`config.mk`:
```
export PLATFORM = sky130hd
export DESIGN_NAME = word_assembler
export DESIGN_NICKNAME = d
export VERILOG_FILES = /design/src/rtl/word_pkg.sv /design/src/rtl/word_assembler.sv
export SDC_FILE = /design/constraint.sdc
export NUM_CORES = 1
export LEC_CHECK = 0
export ABC_AREA = 1
export BUFFER_PORTS_ARGS = -buffer_cell sky130_fd_sc_hd__buf_2
export CORE_ASPECT_RATIO = 1.4
export CORE_MARGIN = 8
export CORE_UTILIZATION = 53
export CTS_BUF_LIST = sky130_fd_sc_hd__clkbuf_2
export DETAILED_ROUTE_END_ITERATION = 16
export PLACE_DENSITY = 0.81
export REMOVE_ABC_BUFFERS = 1
export SYNTH_ARGS = -nofsm -noshare
export SYNTH_HDL_FRONTEND = slang
export SYNTH_SLANG_ARGS = --single-unit
```
`constraint.sdc`:
```
create_clock -name clk -period 2.3 [get_ports clk]
set_clock_uncertainty 0.1 [all_clocks]
set_input_delay 0.115 -clock clk [delete_from_list [all_inputs] [get_ports clk]]
set_output_delay 0.115 -clock clk [all_outputs]
set_load 0.05 [all_outputs]
```
`src/rtl/word_pkg.sv`:
```
`default_nettype none
// +------------------------------------------------------------------+
// | word_pkg: shared state encoding and width helper for word_assembler |
// | Revision: 1.0                                                       |
// +------------------------------------------------------------------+
package word_pkg;

  localparam logic ST_FILL = 1'b0;
  localparam logic ST_HOLD = 1'b1;

  // Ceiling log2, usable in constant expressions on tools lacking $clog2.
  function automatic int clog2(input int value);
    int r;
    r = 0;
    while ((1 << r) < value) r = r + 1;
    return r;
  endfunction

endpackage
`default_nettype wire

```
`src/rtl/word_assembler.sv`:
```
`default_nettype none
// +------------------------------------------------------------------+
// | word_assembler: packs CHUNK-bit stream chunks LSB-first into a   |
// | WIDTH-bit registered word, with zero-padded early flush.         |
// | Revision: 1.0                                                    |
// +------------------------------------------------------------------+
module word_assembler
  import word_pkg::*;
#(
  parameter int WIDTH = 32,
  parameter int CHUNK = 8
) (
  input  logic                                   clk,
  input  logic                                   rst_n,
  input  logic [CHUNK-1:0]                       in_data,
  input  logic                                   in_valid,
  output logic                                   in_ready,
  input  logic                                   flush,
  output logic [WIDTH-1:0]                       out_data,
  output logic [word_pkg::clog2(WIDTH/CHUNK+1)-1:0] out_count,
  output logic                                   out_valid,
  input  logic                                   out_ready
);

  localparam int NCHUNK = WIDTH / CHUNK;
  localparam int CW     = clog2(NCHUNK + 1);
  localparam logic [CW-1:0] LAST = CW'(NCHUNK - 1);
  localparam logic [CW-1:0] FULL = CW'(NCHUNK);

  if (WIDTH % CHUNK != 0) begin : g_width_check
    $error("word_assembler: WIDTH (%0d) must be a multiple of CHUNK (%0d)", WIDTH, CHUNK);
  end

  logic             state_q, state_d;
  logic [CW-1:0]    cnt_q, cnt_d;
  logic [WIDTH-1:0] data_q, data_d;
  logic [CW-1:0]    count_q, count_d;
  logic             valid_q, valid_d;
  logic             accept;

  assign in_ready  = rst_n && ((state_q == ST_FILL) || out_ready);
  assign out_data  = data_q;
  assign out_count = count_q;
  assign out_valid = valid_q;

  always_comb begin
    accept  = in_valid && in_ready;
    state_d = state_q;
    cnt_d   = cnt_q;
    data_d  = data_q;
    count_d = count_q;
    valid_d = valid_q;

    if (state_q == ST_FILL) begin
      if (accept) begin
        for (int i = 0; i < NCHUNK; i++) begin
          if (cnt_q == CW'(i)) data_d[i*CHUNK +: CHUNK] = in_data;
        end
      end
      if (accept && (cnt_q == LAST)) begin
        state_d = ST_HOLD;
        valid_d = 1'b1;
        count_d = FULL;
        cnt_d   = '0;
      end else if (flush && (accept || (cnt_q != '0))) begin
        // A chunk arriving with the flush is included before emission.
        state_d = ST_HOLD;
        valid_d = 1'b1;
        count_d = cnt_q + CW'(accept);
        cnt_d   = '0;
      end else if (accept) begin
        cnt_d = cnt_q + CW'(1);
      end
    end else if (out_ready) begin
      data_d  = '0;
      count_d = '0;
      valid_d = 1'b0;
      state_d = ST_FILL;
      cnt_d   = '0;
      if (accept) begin
        data_d[CHUNK-1:0] = in_data;
        if (NCHUNK == 1) begin
          state_d = ST_HOLD;
          valid_d = 1'b1;
          count_d = FULL;
        end else begin
          cnt_d = CW'(1);
        end
      end
    end
  end

  always_ff @(posedge clk or negedge rst_n) begin
    if (!rst_n) begin
      state_q <= ST_FILL;
      cnt_q   <= '0;
      data_q  <= '0;
      count_q <= '0;
      valid_q <= 1'b0;
    end else begin
      state_q <= state_d;
      cnt_q   <= cnt_d;
      data_q  <= data_d;
      count_q <= count_d;
      valid_q <= valid_d;
    end
  end

endmodule
`default_nettype wire
```
## After elaboration in Yosys (flattened, before gate mapping)

Cells that the tools add are included.

- Add/sub/neg operators: 2
- Eq/ne operators: 4
- Multiplexer cells: 26
- Bitwise operators: 1
- Reductions and logical operators: 21

Operators with widths:

| kind | count |
|---|---|
| $mux W32 | 3 |
| $mux W8 | 5 |
| $mux W3 | 9 |
| $reduce_and A3 Y1 | 4 |
| $reduce_bool A2 Y1 | 5 |
| $mux W1 | 9 |
| $eq A3 B2 Y1 const B | 2 |
| $reduce_bool A3 Y1 | 2 |
| $logic_and A1 B1 Y1 | 4 |
| $reduce_and A2 Y1 | 2 |
| $reduce_bool A4 Y1 | 1 |
| $add A3 B1 Y3 | 1 |
| $add A3 B1 Y3 const B | 1 |
| $eq A3 B1 Y1 const B | 1 |
| $logic_not A3 Y1 | 1 |
| $logic_or A1 B1 Y1 | 2 |
| $ne A2 B2 Y1 const B | 1 |
| $not A1 Y1 | 1 |

- Register bits after elaboration: 40
- Input port bits: 13
- Output and inout bits: 37

## Logic depth before layout (Yosys ltp)

Gate-level depths: netlist (run 1).

- Depth in word-level cells: 9
- Gate-level depth with buffers: 11
- Depth with buffers taken out: 10

## Least setup slack after synthesis (run 1)

No wires, ideal clock.

- Path type: register to register
- Start: register state_q
- End: register count_q[2] (netlist: out_count[2])
- Library setup time: 0.119 ns
- Data arrival time: 1.530 ns
- Data required time: 2.081 ns
- Setup slack: 0.551 ns
- Stages on the path, launching flop included: 11
- Path through: dfrtp_1 > nand2_1 > nand3_1 > inv_1 > buf_2 > ha_1 > ha_1 > xnor2_1 > nand2_1 > nand3_1 > nand2_1

- Cells in the longest elaborated chain, start to end: 8

RTL lines:

| what | line | RTL |
|---|---|---|
| from (decl) | word_assembler.sv:34 | `logic state_q, state_d;` |
| from (signal assigned) | word_assembler.sv:101 | `state_q <= state_d;` |
| $not A1 Y1 | -- |  |
| $logic_or A1 B1 Y1 | word_assembler.sv:41 | `assign in_ready = rst_n && ((state_q == ST_FILL) \|\| out_ready);` |
| $logic_and A1 B1 Y1 | word_assembler.sv:41 |  |
| $logic_and A1 B1 Y1 | word_assembler.sv:47 | `accept = in_valid && in_ready;` |
| $add A3 B1 Y3 / $logic_or A1 B1 Y1 (equally long branches) | word_assembler.sv:69, word_assembler.sv:65 |  |
| $mux W3 / $logic_and A1 B1 Y1 (equally long branches) | word_assembler.sv:65 | `end else if (flush && (accept \|\| (cnt_q != '0))) begin` |
| $mux W3 / $reduce_bool A3 Y1 (equally long branches) | -- |  |
| $mux W3 / $reduce_and A2 Y1 (equally long branches) | -- |  |
| to (signal assigned) | word_assembler.sv:104 | `count_q <= count_d;` |
| to (decl) | word_assembler.sv:37 | `logic [CW-1:0] count_q, count_d;` |

Several ways; a longest one is shown, not always the timed one. The select of a mux whose other input is x is not followed.
A chain may end at the register's enable or synchronous reset.

## Worst setup path after layout (run 1)

- Start: register state_q
- End: output port in_ready

- Cells in the longest elaborated chain, start to end: 3

RTL lines:

| what | line | RTL |
|---|---|---|
| $not A1 Y1 | -- |  |
| $logic_or A1 B1 Y1 | word_assembler.sv:41 |  |
| $logic_and A1 B1 Y1 | word_assembler.sv:41 |  |
| to (decl) | word_assembler.sv:17 | `output logic in_ready,` |

No other way between the ends.

==> run summary, run 1 <==
The flow ran to the end, and the final reports show no timing, DRC or antenna violations. After synthesis the cells add up to 0.00175 mm². The number of different library cells used by synthesis comes to 19. In this run the core area contains 24 standard-cell rows. The overall fraction of global-route tracks in use came out at 17.3%. The die is 84.1 µm tall.

The core region is 0.00315 mm². Entering global routing, the biggest net connects 41 pins. Count of input and output buffers: 49. The logs give 2 for the level count of the clock H-tree and 0 for the total of warnings raised by yosys. Of the post-synthesis cell area, the dominant cell type holds 57.1%. The total overflow left after global routing is 0.

For the gate count of the mapped netlist, the log shows 195. Setup violations remaining at the end of the flow were counted as 0. Final-report hold violation count: 0. For the hold buffer count at cts, the log shows 11.

TritonCTS built the clock tree. VDD sags by at most 1030 µV. The run gives 7.38 mm as the global-route wire length before repair.

The logs give 2 for the maximum root-to-sink buffer count and 278 for the final net count. The clock reaches the later pin of the worst-skew pair after 420 ps. At the pin with the least slew margin, the transition time is 652 ps. The horizontal extent of the die was 64.6 µm.

Cell type with the highest aggregate area in the netlist: sky130_fd_sc_hd__dfrtp_1. For this run, the share of the core covered by cells in the final layout is 69.9%. Dividing the final minimum period by the clock period gives 93.2%.

Based on the critical path, the design can be clocked at up to 0.467 GHz. After routing, the total negative slack on setup checks comes to 0 ps. In this run, the number of DRC markers left after iteration 0 of detailed routing was 66. Wires add up to 4.48 mm. Once layout is done, the placed cells without fillers occupy 0.00220 mm². The post-CTS setup buffer count came out at 0. The initial antenna violation count was 0; the proportion of synthesized chip area in sequential cells was 57.1%. The number of nets with antenna violations after detailed routing came out at 0.

The kind of end point of the critical path is an output port. The clock period minus final worst setup slack was 2140 ps. The worst pin sits at a relative slew slack of 56.4%.

Across all layers, the routed design uses 1,537 vias. Data arrives at the worst endpoint at 1930 ps. For this configuration, the core starts out at a cell density of 55.6%. Clock transition at the registers of the reported paths: 190 ps. The register bit count reported by yosys is 40. At the worst endpoint, the required time is 2090 ps. The placed wire-length estimate was 3.22 mm; the total power per unit cell area was 1540 mW/mm².

After detailed routing, the number of vias per cell comes to 5.16. The number of primary I/O pins is 50, and the number of buffers inserted during clock tree synthesis is 5. The max-capacitance violation count came out at 0. The congestion estimate from routability-driven global placement came to 0.834.

By area the synthesized netlist is led by sky130_fd_sc_hd__dfrtp_1, sky130_fd_sc_hd__nand2_1, sky130_fd_sc_hd__o21ai_0. For this run, design rule violations remaining after detail routing come to 0. The root buffer cell chosen for the clock tree is sky130_fd_sc_hd__clkbuf_2. Hold timing on the final database bottoms out at a slack of 156 ps. The number of search-and-repair iterations in the first detailed-routing pass was 4. Post-CTS repair changed the size of 0 cells. Share of layout cells above drive strength 1: 24.7%.

Type of the setup path with the least slack: reg -> out. In this run the worst path has a maximum fanout of 15. The area added between synthesis and finish is 25.7%, and the placed cell area is 0.00203 mm². The layout has 275 filler cells. Setup repair after global routing left no endpoint under its margin.

Total power for the finished layout comes to 3400 µW. The clock net in this run drives a total of 40 sinks. The tools report the die area as 0.00543 mm². The average wire per cell in the routed design came out at 15.0 µm. The logs give 1,590 for the number of global-route vias before repair and 0.00125 µW for the cell leakage power.

The tools report the count of final max-slew check failures as 0. The category of the worst setup path launch point is a flop. The worst hold path belongs to the class in -> reg. The number of antenna diodes is 0, and the synthesized area per cell is 9.00 µm².
==> path summary, 6_finish.rpt <==
path	startpoint	to	slack [ps]	depth (start not counted)
max	state_q	in_ready	160	4
min	in_valid	cnt_q[1]	160	6
max reg2reg	state_q	out_count[2]	410	8
min reg2reg	out_valid	out_valid	400	2
max in group asynchronous	rst_n	state_q	1530	3
min in group asynchronous	rst_n	out_data[3]	210	3
==> Yosys cell counts <==
library cell,count
sky130_fd_sc_hd__nand2_1,69
sky130_fd_sc_hd__o21ai_0,28
sky130_fd_sc_hd__inv_2,1
sky130_fd_sc_hd__buf_6,1
sky130_fd_sc_hd__dfrtp_1,40
sky130_fd_sc_hd__o211ai_1,1
sky130_fd_sc_hd__nor2_1,3
sky130_fd_sc_hd__buf_2,3
sky130_fd_sc_hd__nor2_4,1
sky130_fd_sc_hd__ha_1,7
sky130_fd_sc_hd__o21ai_1,9
sky130_fd_sc_hd__or2_1,1
sky130_fd_sc_hd__clkbuf_1,2
sky130_fd_sc_hd__xnor2_1,1
sky130_fd_sc_hd__o21ai_2,2
sky130_fd_sc_hd__nand2_2,1
sky130_fd_sc_hd__nand3_1,14
sky130_fd_sc_hd__inv_1,10
sky130_fd_sc_hd__nand3b_1,1
==> worst max-delay path: stages (launching register included) <==
cell,delay (ps)
sky130_fd_sc_hd__dfrtp_1,470
sky130_fd_sc_hd__inv_2,160
sky130_fd_sc_hd__nor2_1,540
sky130_fd_sc_hd__nor2_1,110
sky130_fd_sc_hd__buf_2,240
==> metrics by stage <==
step	setup WS, ps	instances
5_1_grt	17.6	298
2_1_floorplan	573	189
4_1_cts	158	298
6_report	156	298
3_3_place_gp	534	279
3_5_place_dp	449	279
==> power breakdown <==
part           total, µW  internal, µW  switching [µW]  leakage [µW]
Combinational       1870           412            1460      0.000677
Sequential          1110           957             156      0.000529
Clock                421           187             234     0.0000430
==> registers in the layout, summed over array words and instances, names as in the netlist <==
| name | flops |
|---|---|
| out_count | 3 |
| state_q | 1 |
| out_valid | 1 |
| cnt_q | 3 |
| out_data | 32 |
==> cell families after synthesis <==
group	Yosys count	share of synthesized area, %
fa+ha+maj	7	4.99
simple gates	90	21.2
flops	40	57.1
buf+inv	17	4.28
xor+xnor	1	0.499
compound gates	40	12.0
==> final cells by class <==
type	count	area (µm²)	area share, %
Sequential cell	40	1000	45.4
Clock buffer	6	30.0	1.36
Tap cell	39	48.8	2.21
Timing Repair Buffer	62	370	16.8
Multi-Input combinational cell	138	678	30.8
Clock inverter	2	35.0	1.59
Inverter	11	41.3	1.87
==> cell usage in the layout, fill, tap and decap left out <==
| master | count |
|---|---|
| sky130_fd_sc_hd__nand2_1 | 69 |
| sky130_fd_sc_hd__buf_2 | 49 |
| sky130_fd_sc_hd__dfrtp_1 | 40 |
| sky130_fd_sc_hd__o21ai_0 | 28 |
| sky130_fd_sc_hd__nand3_1 | 14 |
| sky130_fd_sc_hd__dlygate4sd3_1 | 11 |
| sky130_fd_sc_hd__inv_1 | 10 |
| sky130_fd_sc_hd__o21ai_1 | 9 |
| sky130_fd_sc_hd__ha_1 | 7 |
| sky130_fd_sc_hd__clkbuf_2 | 6 |
| sky130_fd_sc_hd__nor2_1 | 3 |
| sky130_fd_sc_hd__o21ai_2 | 2 |
| sky130_fd_sc_hd__buf_4 | 2 |
| sky130_fd_sc_hd__inv_2 | 1 |
| sky130_fd_sc_hd__nand2_2 | 1 |
| sky130_fd_sc_hd__nor2_4 | 1 |
| sky130_fd_sc_hd__or2_1 | 1 |
| sky130_fd_sc_hd__o211ai_1 | 1 |
| sky130_fd_sc_hd__nand3b_1 | 1 |
| sky130_fd_sc_hd__xnor2_1 | 1 |
| sky130_fd_sc_hd__bufinv_16 | 1 |
| sky130_fd_sc_hd__clkinv_2 | 1 |
==> metal layers <==
metal	share of wire [%]	global-route usage (%)	wire length [µm]
met1	38	17.2	1690
met3	6.1	5.78	274
met2	53	30.8	2380
met4	2.9	8.76	132
met5	0	0	0
(Power assumes the default switching activity.)
==> run 2, diff against run 1 <==
==> constraint.sdc (replaced) <==
create_clock -name clk -period 2.3 [get_ports clk]
set_clock_uncertainty 0.1 [all_clocks]
set_input_delay 0.46 -clock clk [delete_from_list [all_inputs] [get_ports clk]]
set_output_delay 0.46 -clock clk [all_outputs]
set_load 0.05 [all_outputs]
==> run 2 against run 1 <==
Against the previous run:
- non-clock buffer count shrank 10
- core utilization shrank 3.3 points
- count of clock-buffer cells in the layout shrank 1
- first-iteration DRC count rose by 32%
- largest cell class unchanged
- cell count fell by 3.4%
- register-to-register slack got worse by 110 ps
- global-route usage down 1.2 points
- worst setup slack better by 3.8 ps
- highest routed layer unchanged
- sequential cell count stayed put
==> run summary, run 2 (synthesis gave the netlist of run 1 again) <==
The category of cells accounting for the largest share of critical-path delay was flip-flops. The type of the setup path with the least slack is reg -> out. The period utilization came out at 93.0% (-0.17 points). The class of the worst hold path was in -> async. The biggest cell delay along the critical path came out at 490 ps (-50 ps). The endpoint of the most critical register-to-register path was out_count[2]. Core area: 0.00315 mm² (unchanged).

The count of buffering cells on the critical path with inverters included came out at 2 (unchanged). Via count normalized by instance count: 5.21 (+0.98%). The logs give 5 (unchanged) for the number of buffers inserted during clock tree synthesis and 55.6% (unchanged) for the effective utilization at floorplan. The die area was 0.00543 mm² (unchanged); the total grt overflow was 0 (unchanged). For the internal power of the cells, the log shows 1550 µW (-0.25%). The switching power share of the total is 53.9% (-0.36 points), and the arrival time of data at the critical path endpoint is 1580 ps (-350 ps).

The logic gate share of total power is 55.2% (+0.3 points). The clock period minus final worst setup slack is 2140 ps (-3.81 ps), and the final net count is 268 (-3.6%). The tools report the final-report hold violation count as 0 (unchanged).

The worst setup path is launched from a flop. The largest individual stage delay along the critical path comes from the cell sky130_fd_sc_hd__dfrtp_1. The hold buffer count at cts is 0 (-11).

The number of antenna diodes was 0 (unchanged); the vertical die dimension was 84.1 µm (unchanged). The level count of the clock H-tree was 2 (unchanged). The number of nets with antenna violations after detailed routing is 0 (unchanged). Max-capacitance violation count: 0 (unchanged). Walking the worst path, the cells encountered are inv_2 > nor2_2 > nor2_1 > buf_2. The tools report the kind of end point of the critical path as an output port.

The library cell used most frequently in the layout, excluding fill and tap cells, is sky130_fd_sc_hd__nand2_1. Worst hold margin: 29.4 ps (-126 ps). The largest net degree at the start of global routing was 41 (unchanged). The run gives 87 (+32%) as the number of DRC violations after detailed-routing iteration 0.

The clock transition at the registers of the reported paths was 190 ps (about the same). The total net switching power was 1820 µW (-1.7%). The worst path setup slack after routing is 160 ps (+3.81 ps), and the worst-margin pin slew is 609 ps (-43.1 ps). The total length of routed wires came out at 4.08 mm (-8.9%). Portion of total power attributed to sequential cells: 33.0% (+0.3 points). The run gives 3.02 mm (-6.2%) as the placed wire-length estimate.

For the number of global-route vias before repair, the log shows 1,498 (-5.8%). The sum of internal, switching and leakage power came out at 3370 µW (-1.0%). The number of DRC violations after detailed routing was 0 (unchanged). Setup repair after global routing left no endpoint under its margin. The flip-flop count of the largest register after layout works out to 32 (unchanged). Worst setup timing slack at the placement stage: 231 ps (-219 ps). The startpoint identified for the worst register-to-register timing path is state_q. The total number of placement rows was 24 (unchanged); the placer's final routability congestion estimate was 0.883 (+5.8%). The total setup violations reported at the end of the flow is 0 (unchanged). The count of input and output buffers was 49 (unchanged).

The run gives 300 ps (-110 ps) as the minimum setup slack among reg-to-reg paths. The tools report the final core utilization as 66.7% (-3.3 points). The post-CTS setup buffer count is 0 (unchanged), and the initial antenna violation count is 0 (unchanged). For the number of primary I/O pins, the log shows 50 (unchanged). Master cell of the clock root buffer: sky130_fd_sc_hd__clkbuf_2. The logs give 0.467 GHz (+0.18%) for the maximum operating frequency and 947 µV (-8.1%) for the worst IR drop on VDD. Power share of the clock group: 11.7% (-0.7 points). The number of clock sinks seen by CTS was 40 (unchanged); the via count of the routed design was 1,500 (-2.4%).

The horizontal extent of the die came out at 64.6 µm (unchanged). The run gives 0 (unchanged) as the count of final max-slew check failures. The highest net fanout along the worst path is 11 (-4).

The sum of negative setup slack is 0 ps (unchanged), and the overall fraction of global-route tracks in use is 16.2% (-1.2 points). The cell leakage power is 0.00120 µW (-3.8%). The tools report the global-route wire length before repair as 7.02 mm (-5.0%). The max-slew headroom at the worst pin came out at 59.1% (+2.8 points). For the number of gates resized after cts, the log shows 1 (+1).

Cell depth of the worst flop-to-flop path: 9 (+1). The average wire per cell in the routed design was 14.2 µm (-5.7%). TritonCTS built the clock tree.

The total power per unit cell area is 1600 mW/mm² (+3.8%). The required time of the critical path is 1740 ps (-350 ps), and the share of layout cells above drive strength 1 is 25.7% (+0.99 points). The run finished with clean final reports. The area added between synthesis and finish works out to 19.8%.

In the layout the commonest cells are sky130_fd_sc_hd__nand2_1, sky130_fd_sc_hd__buf_2, sky130_fd_sc_hd__dfrtp_1. The maximum root-to-sink buffer count was 2 (unchanged). The tools report the number of search-and-repair iterations in the first detailed-routing pass as 4 (unchanged).

The logic depth of the worst setup path including buffers was 4 (unchanged); the later-pin clock latency in the skew report was 380 ps (-40 ps).
run 2: layer usage:
metal / vias to the layer above / GRT usage [%] / wire length [µm]
li1: 747 / - / -
met1: 698 / 18.2 / 1650
met2: 47 / 26.8 / 2090
met3: 8 / 4.70 / 251
met4: 0 / 7.97 / 85
met5: - / 0 / 0
run 2: through the flow:
step | std cells | area (µm²)
floorplan | 189 | 1720
global placement | 280 | 2040
detailed placement | 280 | 2040
CTS | 288 | 2100
global route | 288 | 2100
finish | 288 | 2100
run 2: worst register-to-register path, cell delays in order (launching register included):
cell                      delay [ps]
sky130_fd_sc_hd__dfrtp_1         480
sky130_fd_sc_hd__nand2_1         200
sky130_fd_sc_hd__nand3_1         140
sky130_fd_sc_hd__inv_1           300
sky130_fd_sc_hd__ha_1            220
sky130_fd_sc_hd__ha_1            150
sky130_fd_sc_hd__xnor2_1         120
sky130_fd_sc_hd__nand2_1          70
sky130_fd_sc_hd__nand3_1         100
sky130_fd_sc_hd__nand2_1          60
run 2: cell type report:
| class | instances | area, µm² |
|---|---|---|
| Fill cell | 283 | 1050 |
| Sequential cell | 40 | 1000 |
| Multi-Input combinational cell | 138 | 681 |
| Timing Repair Buffer | 52 | 268 |
| Tap cell | 39 | 48.8 |
| Inverter | 11 | 41.3 |
| Clock inverter | 3 | 37.5 |
| Clock buffer | 5 | 25.0 |
run 2: how the worst max path moves through the flow:
stage	start	endpoint	slack (ps)
5_1_grt	state_q	in_ready	40
6_report	state_q	in_ready	160
4_1_cts	state_q	in_ready	150
3_3_place_gp	out_ready	out_count[2]	280
3_5_place_dp	out_ready	out_count[2]	230
2_1_floorplan	state_q	in_ready	320
run 2: power by group through the flow:
stage          logic [µW]  clock network, µW  registers [µW]
3_5_place_dp         1880                  0            1130
2_1_floorplan         607                  0            1900
6_report             1860                395            1110
4_1_cts              1880                412            1110
5_1_grt              2040                431            1150
3_3_place_gp         1850                  0            1130
==> run 3, diff against run 2 <==
--- a/config.mk
+++ b/config.mk
@@ -5,14 +5,13 @@
 export SDC_FILE = /design/constraint.sdc
 export NUM_CORES = 1
 export LEC_CHECK = 0
-export ABC_AREA = 1
 export BUFFER_PORTS_ARGS = -buffer_cell sky130_fd_sc_hd__buf_2
 export CORE_ASPECT_RATIO = 1.4
 export CORE_MARGIN = 8
-export CORE_UTILIZATION = 53
+export CORE_UTILIZATION = 55
 export CTS_BUF_LIST = sky130_fd_sc_hd__clkbuf_2
 export DETAILED_ROUTE_END_ITERATION = 16
-export PLACE_DENSITY = 0.81
+export PLACE_DENSITY = 0.82
 export REMOVE_ABC_BUFFERS = 1
 export SYNTH_ARGS = -nofsm -noshare
 export SYNTH_HDL_FRONTEND = slang
==> run 3 against run 2 <==
Against the previous run:
- die area up 8.0%
- via count up 6.4%
- core utilization up 0.54 points
- hold slack better by 140 ps
- non-clock buffer count up 8
- critical path depth up 1
- clock power up 11%
==> run summary, run 3 <==
The library cell used most frequently in the layout, excluding fill and tap cells, is sky130_fd_sc_hd__buf_2. The logs give 61.8% (+2.6 points) for the max-slew headroom at the worst pin and 5 (unchanged) for the number of buffers inserted during clock tree synthesis. The placed wire-length estimate was 3.39 mm (+12%).

Worst path setup slack after routing: 79.2 ps (-81.1 ps). The flow ran to the end, and the final reports show no timing, DRC or antenna violations. The logs give 67.2% (+0.54 points) for the final core utilization and 0 (unchanged) for the total of warnings raised by yosys.

The worst-margin pin slew was 573 ps (-35.6 ps). The start point of the critical path is rst_n. The cell leakage power was 0.00115 µW (-4.4%); the async set or reset register ratio after synthesis was 100% (unchanged). The initial antenna violation count was 0 (unchanged).

Summed over all instances, the cell type with the most area after synthesis is sky130_fd_sc_hd__dfrtp_1. The synthesized area per cell was 10.2 µm² (+13%); the final-report hold violation count was 0 (unchanged). The largest net degree at the start of global routing is 36 (-12%). The average wire per cell in the routed design was 15.8 µm (+12%). The arrival time of data at the critical path endpoint was 1660 ps (+80 ps); the later-pin clock latency in the skew report was 420 ps (+40 ps). The die area was 0.00587 mm² (+8.0%); the number of DRC violations after detailed-routing iteration 0 was 59 (-32%).

The total of fill cells in the finished design was 305 (+7.8%). The number of enable flip-flop cells after synthesis is 0 (unchanged). CTS placed an instance of sky130_fd_sc_hd__clkbuf_2 at the clock tree root. Max-capacitance violation count: 0 (unchanged).

The commonest cells after synthesis are sky130_fd_sc_hd__nand2_1, sky130_fd_sc_hd__dfrtp_1, sky130_fd_sc_hd__mux2i_1. For the via count of the routed design, the log shows 1,596 (+6.4%). The number of search-and-repair iterations in the first detailed-routing pass is 6 (+2). Via count normalized by instance count: 5.37 (+3.2%). The vertical die dimension works out to 87.5 µm (+4.1%). The worst setup timing slack at the placement stage is 320 ps (+89.0 ps), and the hold-critical path depth is 3.

The total number of placement rows was 26 (+8.3%). The count of final max-slew check failures is 0 (unchanged), and the proportion of synthesized chip area in sequential cells is 49.8% (-7.2 points). The number of DRC violations after detailed routing was 0 (unchanged); the period utilization was 96.6% (+3.5 points). The area added between synthesis and finish was 19.8% (about the same); the number of primary I/O pins was 50 (unchanged). The tools report the final net count as 274 (+2.2%). The cell depth of the worst flop-to-flop path is 6 (-3), and the count of different cell masters after synthesis is 32 (+13). For the effective utilization at floorplan, the log shows 56.1% (+0.48 points). The tools report the startpoint of the worst hold path as in_data[5]. In the layout the commonest cells are sky130_fd_sc_hd__buf_2, sky130_fd_sc_hd__nand2_1, sky130_fd_sc_hd__dfrtp_1. The run gives 40 (unchanged) as the number of clock sinks seen by CTS. The overall fraction of global-route tracks in use was 17.1% (+0.94 points); the count of input and output buffers was 49 (unchanged). The logs give 0.450 GHz (-3.7%) for the maximum operating frequency and 0 (unchanged) for the total grt overflow. The core area is 0.00358 mm² (+13%). STA classifies the critical path endpoint as an output port. The top cell type's share of synthesized area is 49.8% (-7.2 points). The highest net fanout along the worst path works out to 10 (-1). Endpoint of the most critical register-to-register path: out_data[27]. The gate count of the mapped netlist came out at 197 (+1.0%). For the minimum setup slack among reg-to-reg paths, the log shows 390 ps (+90 ps). The category of the worst setup path launch point was an input port. The number of global-route vias before repair was 1,619 (+8.1%); the post-CTS setup buffer count was 0 (unchanged). The cell area after layout was 0.00240 mm² (+14%); the level count of the clock H-tree was 2 (unchanged). The total power per unit cell area works out to 1230 mW/mm² (-24%).

For the total length of routed wires, the log shows 4.70 mm (+15%). The flip-flop count of the largest register after layout was 32 (unchanged). The worst hold path belongs to the class in -> reg. The hold path endpoint is out_data[5]. Setup repair after global routing left no endpoint under its margin. The tools report the placer's final routability congestion estimate as 0.856 (-3.1%). The share of layout cells above drive strength 1 came out at 29.4% (+3.7 points). The worst setup path is of the in -> out kind. The register bit count reported by yosys was 40 (unchanged); the maximum root-to-sink buffer count was 2 (unchanged). TritonCTS built the clock tree. The required time of the critical path came out at 1740 ps (about the same).

The worst IR drop on VDD was 849 µV (-10%). The placed cell area came out at 0.00232 mm² (+14%). Among all flip-flop cells after synthesis, the most frequent one is sky130_fd_sc_hd__dfrtp_1.

The total standard cell area after synthesis came out at 0.00201 mm² (+14%). Yosys attributes the largest share of cell area to sky130_fd_sc_hd__dfrtp_1, sky130_fd_sc_hd__mux2i_1, sky130_fd_sc_hd__nand2_1. The global-route wire length before repair was 7.69 mm (+9.5%); the clock transition at the registers of the reported paths was 210 ps (+20 ps). Sum of negative setup slack: 0 ps (unchanged). The horizontal extent of the die came out at 67.1 µm (+3.8%). sky130_fd_sc_hd__nand2_1 is the most common cell in the netlist. The number of antenna diodes came out at 0 (unchanged).

The clock period minus final worst setup slack was 2220 ps (+81.1 ps); the total setup violations reported at the end of the flow was 0 (unchanged). The run gives 0 (unchanged) as the number of nets with antenna violations after detailed routing. In this run the critical register-to-register path is launched from cnt_q[2].
[run 3: routing by layer]
layer  part of all wire, %  global-route usage, %  vias to the layer above  routed length, µm
li1                      -                      -                      787                  -
met1                    41                   19.2                      768               1920
met2                    54                   29.8                       36               2530
met3                   3.7                   3.99                        5                174
met4                   1.6                   6.87                        0                 74
met5                     0                      0                        -                  0
[run 3: worst max path at each step]
stage,endpoint,slack [ps],cells past startpoint
6_report,in_ready,80,5
5_1_grt,out_count[2],20,10
4_1_cts,in_ready,40,5
3_5_place_dp,out_count[2],320,9
3_3_place_gp,out_data[19],370,7
2_1_floorplan,out_count[2],-410,8
[run 3: report_power, final]
| part | leakage (µW) | switching [µW] | internal (µW) |
|---|---|---|---|
| Sequential | 0.000547 | 145 | 894 |
| Combinational | 0.000563 | 1100 | 372 |
| Clock | 0.0000396 | 250 | 187 |
[run 3: cells by family after synthesis]
logic type      count (synthesis)  share of synthesized area (%)
buf+inv                        15                           3.92
simple gates                   60                           14.6
fa+ha+maj                       7                           4.36
xor+xnor                        1                          0.436
compound gates                 48                           13.8
flops                          40                           49.8
mux                            26                           13.0
[run 3: final cells by class]
type	instances	area [µm²]	area share [%]
sequential	40	1000	41.6
tap	42	52.6	2.19
clock inverter	3	46.3	1.93
multi-input combinational	142	928	38.6
clock buffer	5	25.0	1.04
inverter	5	18.8	0.780
timing repair buffer	60	333	13.8
[run 3: worst max-delay path: stages]
cell,delay (ps)
sky130_fd_sc_hd__dlygate4sd3_1,510
sky130_fd_sc_hd__buf_2,130
sky130_fd_sc_hd__buf_4,180
sky130_fd_sc_hd__nor2b_1,140
sky130_fd_sc_hd__clkbuf_4,230
[run 3: stage by stage]
stage / power (µW) / std cells / hold slack, ps
after detailed placement: 2540 / 288 / 322
after floorplan: 2110 / 187 / 64.4
after CTS: 2970 / 297 / 153
after global routing: 3120 / 297 / 135
final: 2950 / 297 / 172
after global placement: 2510 / 288 / 326
[run 3: timing repair]
action | CTS | global route
endpoints found under the setup margin | 0 | 1
hold buffers | 1 | 0
hold endpoints to repair | 5 | 0
resized for setup | 0 | 1
